### src/rtl/stopwatch_ascii_formatter.sv
// stopwatch_ascii_formatter
// Snapshots a stopwatch time on a start pulse, converts each field to two
// decimal digits by repeated subtraction of ten, then streams "MM:SS.hh"
// (optionally followed by CR LF) one byte at a time over valid/ready.
// Ports:
//   clk, reset         system clock, asynchronous active-high reset
//   start              request pulse, honoured only while idle
//   minutes, seconds,  binary time fields; clamped to 99/59/99 on capture
//   hundreth_sec
//   tx_ready           downstream accepts tx_data this cycle
//   tx_data, tx_valid  registered byte stream
//   busy               high whenever a string is in progress
//   done               one-cycle pulse after the last byte is accepted
module stopwatch_ascii_formatter #(
   parameter bit SEND_CRLF = 1'b1
) (
   input  logic       clk,
   input  logic       reset,
   input  logic       start,
   input  logic [9:0] minutes,
   input  logic [9:0] seconds,
   input  logic [9:0] hundreth_sec,
   input  logic       tx_ready,
   output logic [7:0] tx_data,
   output logic       tx_valid,
   output logic       busy,
   output logic       done
);

   localparam int unsigned IN_W      = 10;
   localparam int unsigned VAL_W     = 7;
   localparam int unsigned CNT_W     = 4;
   localparam int unsigned IDX_W     = 4;
   localparam int unsigned NUM_BYTES = SEND_CRLF ? 10 : 8;
   localparam logic [IDX_W-1:0] LAST_IDX = IDX_W'(NUM_BYTES - 1);

   typedef enum logic [1:0] {
      IDLE = 2'd0,
      CONV = 2'd1,
      SEND = 2'd2,
      DONE = 2'd3
   } state_t;

   state_t           state, state_nx;
   logic [VAL_W-1:0] min_q, sec_q, hun_q;
   logic [VAL_W-1:0] min_nx, sec_nx, hun_nx;
   logic [CNT_W-1:0] min_t, sec_t, hun_t;
   logic [CNT_W-1:0] min_t_nx, sec_t_nx, hun_t_nx;
   logic [IDX_W-1:0] idx, idx_nx;
   logic [7:0]       tx_data_nx;
   logic             tx_valid_nx;
   logic             busy_nx;
   logic             done_nx;

   // Saturate a raw input field to its displayable maximum.
   function automatic logic [VAL_W-1:0] clamp(input logic [IN_W-1:0] v,
                                              input logic [VAL_W-1:0] lim);
      return (v > IN_W'(lim)) ? lim : v[VAL_W-1:0];
   endfunction

   // Character at position i of the output string. After conversion the
   // work registers hold the units digits and the counters the tens digits.
   function automatic logic [7:0] ascii_at(input logic [IDX_W-1:0] i,
                                           input logic [CNT_W-1:0] mt,
                                           input logic [VAL_W-1:0] mu,
                                           input logic [CNT_W-1:0] st,
                                           input logic [VAL_W-1:0] su,
                                           input logic [CNT_W-1:0] ht,
                                           input logic [VAL_W-1:0] hu);
      logic [7:0] c;
      c = 8'h00;
      case (i)
         4'd0:    c = 8'h30 + 8'(mt);
         4'd1:    c = 8'h30 + 8'(mu);
         4'd2:    c = 8'h3A;
         4'd3:    c = 8'h30 + 8'(st);
         4'd4:    c = 8'h30 + 8'(su);
         4'd5:    c = 8'h2E;
         4'd6:    c = 8'h30 + 8'(ht);
         4'd7:    c = 8'h30 + 8'(hu);
         4'd8:    c = 8'h0D;
         4'd9:    c = 8'h0A;
         default: c = 8'h00;
      endcase
      return c;
   endfunction

   // Next-state and next-register computation.
   always_comb begin
      state_nx    = state;
      min_nx      = min_q;
      sec_nx      = sec_q;
      hun_nx      = hun_q;
      min_t_nx    = min_t;
      sec_t_nx    = sec_t;
      hun_t_nx    = hun_t;
      idx_nx      = idx;
      tx_valid_nx = tx_valid;
      tx_data_nx  = tx_data;
      done_nx     = 1'b0;

      case (state)
         IDLE: begin
            if (start) begin
               min_nx   = clamp(minutes,      7'd99);
               sec_nx   = clamp(seconds,      7'd59);
               hun_nx   = clamp(hundreth_sec, 7'd99);
               min_t_nx = '0;
               sec_t_nx = '0;
               hun_t_nx = '0;
               idx_nx   = '0;
               state_nx = CONV;
            end
         end

         CONV: begin
            if ((min_q < 7'd10) && (sec_q < 7'd10) && (hun_q < 7'd10)) begin
               idx_nx   = '0;
               state_nx = SEND;
            end else begin
               if (min_q >= 7'd10) begin
                  min_nx   = min_q - 7'd10;
                  min_t_nx = min_t + 4'd1;
               end
               if (sec_q >= 7'd10) begin
                  sec_nx   = sec_q - 7'd10;
                  sec_t_nx = sec_t + 4'd1;
               end
               if (hun_q >= 7'd10) begin
                  hun_nx   = hun_q - 7'd10;
                  hun_t_nx = hun_t + 4'd1;
               end
            end
         end

         SEND: begin
            // First SEND cycle loads the output register; afterwards each
            // accepted byte is immediately replaced by the next one.
            if (!tx_valid) begin
               tx_valid_nx = 1'b1;
               tx_data_nx  = ascii_at(idx, min_t, min_q, sec_t, sec_q,
                                      hun_t, hun_q);
            end else if (tx_ready) begin
               if (idx == LAST_IDX) begin
                  tx_valid_nx = 1'b0;
                  tx_data_nx  = 8'h00;
                  done_nx     = 1'b1;
                  state_nx    = DONE;
               end else begin
                  idx_nx     = idx + 4'd1;
                  tx_data_nx = ascii_at(idx + 4'd1, min_t, min_q, sec_t,
                                        sec_q, hun_t, hun_q);
               end
            end
         end

         DONE: begin
            state_nx = IDLE;
         end

         default: begin
            state_nx = IDLE;
         end
      endcase

      busy_nx = (state_nx != IDLE);
   end

   // State and datapath registers.
   always_ff @(posedge clk or posedge reset) begin
      if (reset) begin
         state    <= IDLE;
         min_q    <= '0;
         sec_q    <= '0;
         hun_q    <= '0;
         min_t    <= '0;
         sec_t    <= '0;
         hun_t    <= '0;
         idx      <= '0;
         tx_valid <= 1'b0;
         tx_data  <= 8'h00;
         busy     <= 1'b0;
         done     <= 1'b0;
      end else begin
         state    <= state_nx;
         min_q    <= min_nx;
         sec_q    <= sec_nx;
         hun_q    <= hun_nx;
         min_t    <= min_t_nx;
         sec_t    <= sec_t_nx;
         hun_t    <= hun_t_nx;
         idx      <= idx_nx;
         tx_valid <= tx_valid_nx;
         tx_data  <= tx_data_nx;
         busy     <= busy_nx;
         done     <= done_nx;
      end
   end

endmodule

### config.mk
export PLATFORM = sky130hd
export DESIGN_NAME = stopwatch_ascii_formatter
export DESIGN_NICKNAME = d
export VERILOG_FILES = /design/src/rtl/stopwatch_ascii_formatter.sv
export SDC_FILE = /design/constraint.sdc
export NUM_CORES = 1
export LEC_CHECK = 0
export ABC_AREA = 1
export CORE_ASPECT_RATIO = 1.25
export CORE_MARGIN = 5
export CORE_UTILIZATION = 52
export DETAILED_ROUTE_END_ITERATION = 6
export GPL_TIMING_DRIVEN = 0
export PLACE_DENSITY = 0.81
export SLEW_MARGIN = 5
export SYNTH_ARGS = -nofsm -noshare
export SYNTH_HDL_FRONTEND = slang
export SYNTH_SLANG_ARGS = --single-unit
export TNS_END_PERCENT = 100
### constraint.sdc
create_clock -name clk -period 1.8 [get_ports clk]
set_input_delay 0.36 -clock clk [delete_from_list [all_inputs] [get_ports clk]]
set_output_delay 0.36 -clock clk [all_outputs]
set_load 0.03 [all_outputs]
After elaboration in Yosys (flattened, before gate mapping) --
Index checks and enable logic that the tools add are counted.
Storage, ports and cells: flip-flop bits (word level) 50, word-level logic and storage cells 126, input bits 34
Operators by class: $add $sub $neg 13, magnitude comparators 9, reduce and logical (&&, ||, !) cells 13, muxes and demuxes 48, eq/ne operators 31
Operator list (number):
- 8-bit case mux with 10 select lines | 2
- 7-bit two-way mux | 12
- 4-bit two-way mux | 11
- 7-bit case mux with 2 select lines | 3
- 4-bit by 3-bit equality test with 1-bit output, second input constant | 8
- 6-bit by 7-bit adder with 8-bit output, first input constant | 3
- 8-bit two-way mux | 3
- 4-bit case mux with 2 select lines | 3
- 6-bit by 4-bit adder with 7-bit output, first input constant | 3
- 7-bit by 4-bit >= comparator with 1-bit output, second input constant | 3
- 7-bit by 4-bit less-than comparator with 1-bit output, second input constant | 3
- 7-bit by 4-bit subtractor with 7-bit output, second input constant | 3
- 10-bit by 7-bit > comparator with 1-bit output, second input constant | 2
- 2-bit inequality test, second input constant | 10
- 4-bit by 1-bit adder with 4-bit output, second input constant | 4
- 4-bit by 2-bit equality test with 1-bit output, second input constant | 4
- 4-bit equality test, second input constant | 4
- 4-bit case mux with 3 select lines | 1
- 4-bit AND reduction | 3
- 10-bit by 6-bit > comparator with 1-bit output, second input constant | 1
- 2-bit two-way mux | 5
- 4-bit by 1-bit equality test with 1-bit output, second input constant | 2
- 4-bit zero test | 2
- 2-bit case mux with 4 select lines | 1
- 9 further kinds | 18

Logic depth before layout (Yosys ltp) --
depth in word-level cells 6, depth in mapped cells 14, depth with buffers taken out 13

Least setup slack after synthesis --
Ideal clock, no wire load.
path kind flip-flop to flip-flop, start register min_q[1], end register min_q[6], stages on the path, launching flop included 15, clock period less this slack 1.815 ns, slack -0.015 ns, arrival 1.692 ns, path through dfrtp_1 -> inv_1 -> ha_1 -> inv_1 -> nand2_1 -> nand2_1 -> nor3_2 -> nand2_1 -> nor2_2 -> nand2_4 -> nand2_4 -> nor2_4 -> buf_4 -> nand2_1 -> o21ai_1
On the way: cells in the longest elaborated chain, start to end 5, elaborated cells on any way between the ends 11, those cells by class add/sub (1); order compare (2); eq/ne (2); mux (3); reduce/logical (3)
RTL lines:
- start, declared | RTL line 45 | logic [VAL_W-1:0] min_q, sec_q, hun_q;
- start signal, assigned | RTL line 186 | min_q <= min_nx;
- 7-bit by 4-bit less-than comparator with 1-bit output | RTL line 117 | if ((min_q < 7'd10) && (sec_q < 7'd10) && (hun_q < 7'd10)) begin
- 1-bit logical AND (2 in a row) | RTL line 117
- 2-bit inequality test (no source line)
- 4-bit AND reduction (no source line)
Parallel ways exist; a longest one is shown, timed or not. The select of a mux whose other input is x is not followed. A chain may end at the register's enable or synchronous reset.

Worst setup path in the final report --
start register min_q[1], end register min_q[1]
Same word-level chain as after synthesis.

==> qor.txt <==
CTS buffer count - 5
Synth Area in Simple Gates - 0.346
GPL Wtd Cong - 0.956
DP Area - 4460 sq um
Largest cells by area after synthesis - dfrtp_1 32%, nand2_1 13%, nand3_1 8.0%
Commonest cells in the netlist - 131 x nand2_1, 62 x nand3_1, 60 x inv_1
Sw Pwr - 5.03 mW
IO Pins - 45
Post-synth top flop - dfrtp_1
Layout cells sized above 1 - 0.320
Comb pwr share - 0.709
Dpl hpwl - 10300 microns
Via count - 4745
Via density - 6.13
Unique masters post-synth - 38
Adder-Cell Fraction of Synth Area - 0.0580
Die footprint - 9310 sq um
Clock sinks - 50
Cell taking the most area after synthesis - dfrtp_1
Synthesis-stage register bit count - 50
IO Port Bufs - 44
Largest net degree at the start of global routing - 28
Root buffer cell - clkbuf_8
XOR/XNOR share of the synthesized area - 0.0332
Arrival @ worst endpoint - 2.15 ns
Mux cell area share after synthesis - 0
Hold Vio Cnt, Final - 0
Status - complete, but fails checks
Slowest cell delay on critical path - 0.39 ns
Setup slack, reg-to-reg - -0.14 ns
DRC Markers - 0
Seq pwr share - 0.220
Post-synth EDFFs - 0
DR pass1 iterations - 5
Gate Count Post-Synth - 569
Multi-input logic area - 2830 sq um
Power per cell area - 1740 nW/um^2
Register area - 1260 sq um
Area delta synth->final - 45.5%
Placeable Area - 7310 sq um
Ys async rst share - 1.00
Util after Layout - 0.772
CTS tree - done
Main combinational cell family by area after synthesis - simple AND/OR/NAND/NOR gates
Ant. Diodes - 0
Period utilisation layout - 1.08
CP startpoint - min_q[1]$_DFFE_PP0P_
Final ANT Viol Nets - 0
Setup Skew - 0.00670 ns
Total leakage power - 2.68 nW
RR Startpoint - min_q[1]$_DFFE_PP0P_
Initial antenna violation count - 0
Peak Freq - 516 MHz
Compound-cell area share of the yosys netlist - 0.150
Final Max Slew Viols - 0
Syn avg cell area - 6.82 sq um
Filler cells - 518
Pint - 4.78 mW
Worst-path clk slew - 0.10 ns
Critical path's top delay family - simple AND/OR/NAND/NOR gates
Mapped Area - 3880 sq um
Fin crit period - 1.94 ns
CP Class - flop to flop
Worst setup EP type - flop
Crit-path max FO - 6
Slew @ Worst Pin - 0.747 ns
Buf/Inv on CP - 4
Ys Warns - 0
Final worst slack - -0.138 ns
Post-route cell area - 5650 sq um
Global-route wire length before repair - 22500 microns
VDD IR-drop max - 1480 uV
Switching fraction of total power - 0.513
Violated checks - negative setup slack
Worst path required time - 2.01 ns
Max-slew headroom - 0.497
Startpoint Class - flop
Slowest cell on the critical path - dfrtp_1
Max-capacitance violation count - 0
Die extent in y - 107 microns
H-tree depth - 2
Worst-Skew Late Latency - 0.32 ns
Setup Viol. Count Final - 35
Die Width - 87.3 microns
CP Cell Sequence - inv_2, buf_4, buf_4, nor3_1, nand3_1, nand3_4, nand2_4, nor2_4, buf_6, nand2_4, o21a_1
Vias in the first global route - 4419
Drt wl/cell - 20.1 microns
Global Route Usage Sum - 0.311
Total power - 9.81 mW
Starting density of the core - 0.531
Sequential fraction of the synthesis area - 0.322
CTS Buffer Depth - 2
Fin nets - 734
Syn nets - 621
Hold Path Class - input port to async pin
Gr ovfl total - 0
Row count - 35
Hold Slack - 0.408 ns
Clock power share - 0.071
Routed wire length - 15600 microns
Top cell type's share of synthesized area - 0.322
RSZ-0062 raised after global routing - true
DRT iter0 DRCs - 394
Most numerous cell in the Yosys netlist - nand2_1
-- routing by layer --
layer | vias up | part of all wire | GRT usage
met5 | - | 0 | 0
met4 | 0 | 0.058 | 0.164
met3 | 84 | 0.087 | 0.0438
met2 | 315 | 0.49 | 0.528
met1 | 2209 | 0.37 | 0.374
li1 | 2137 | - | -
-- sequential cells by signal, summed over array words and instances, names as in the netlist --
signal,cells
sec_q,7
tx_valid,1
state,2
sec_t,4
done,1
min_q,7
hun_t,4
tx_data,8
min_t,4
idx,4
busy,1
hun_q,7
-- path summary, 6_finish.rpt --
kind	endpoint	depth (start not counted)
setup / recovery	min_q[1]$_DFFE_PP0P_	11
hold / removal	tx_data[7]$_DFFE_PP0P_	2
setup reg to reg	min_q[1]$_DFFE_PP0P_	11
hold reg to reg	tx_data[7]$_DFFE_PP0P_	2
max in group asynchronous	sec_q[1]$_DFFE_PP0P_	3
min in group clk	tx_data[7]$_DFFE_PP0P_	2
-- layout make-up --
type                       count  share of cell area
buffer                        15              0.0210
clock buffer                   6              0.0128
clock inverter                 1             0.00133
inverter                      66              0.0461
multi-input combinational    436               0.501
sequential                    50               0.223
tap                           92              0.0204
timing repair buffer         108               0.175
-- power groups by stage --
stage / combinational (mW) / sequential, mW / clock [mW]
after floorplan: 2.92 / 2.15 / 0
after global placement: 4.26 / 2.08 / 0
after detailed placement: 4.37 / 2.10 / 0
after CTS: 5.47 / 2.07 / 0.678
after global routing: 7.46 / 2.19 / 0.733
final: 6.96 / 2.16 / 0.694
-- worst register-to-register path: stages (launching register included) --
cell     delay [ns]
dfrtp_1        0.39
inv_2          0.08
buf_4          0.14
buf_4          0.15
nor3_1         0.19
nand3_1        0.16
nand3_4        0.10
nand2_4        0.06
nor2_4         0.25
buf_6          0.16
nand2_4        0.04
o21a_1         0.11
-- kinds of logic (layout without fill, tap and decap cells) --
family | Yosys count | after routing
compound gates | 109 | 109
simple gates | 296 | 296
fa+ha+maj | 18 | 18
buf+inv | 83 | 196
xor+xnor | 13 | 13
flops | 50 | 50
-- stage by stage --
step / std cells / setup slack [ns] / setup TNS [ns]
2_1_floorplan: 569 / 0.000913 / 0
6_report: 774 / -0.138 / -2.21
5_1_grt: 774 / -0.225 / -5.56
3_3_place_gp: 705 / -0.787 / -52.78
4_1_cts: 745 / -0.110 / -2.26
3_5_place_dp: 706 / -0.466 / -15.84
-- repair_timing --
item | CTS | global route
gates resized for setup | 96 | 84
buffers inserted | 33 | 30
hold buffers | 0 | 0
hold endpoints to repair | 0 | 0
cloned | 3 | 0
setup endpoints to repair | 44 | 44
pin swaps | 12 | 28
-- cell usage in the layout, fill, tap and decap left out, drive strengths merged --
master / instances
nand3: 62
xor2: 9
o31ai: 2
inv: 65
or3: 2
or2: 1
a22oi: 1
nand4: 24
and3: 1
clkinv: 1
clkinvlp: 1
ha: 18
nor3: 13
dfrtp: 50
clkdlybuf4s50: 44
a21oi: 33
clkbuf: 9
a31oi: 1
o22ai: 10
buf: 76
o2111ai: 1
nand2: 134
xnor2: 4
a41oi: 1
o21ai: 58
nor2: 59
o21a: 2
No activity file was read; power rests on OpenSTA's default activity.
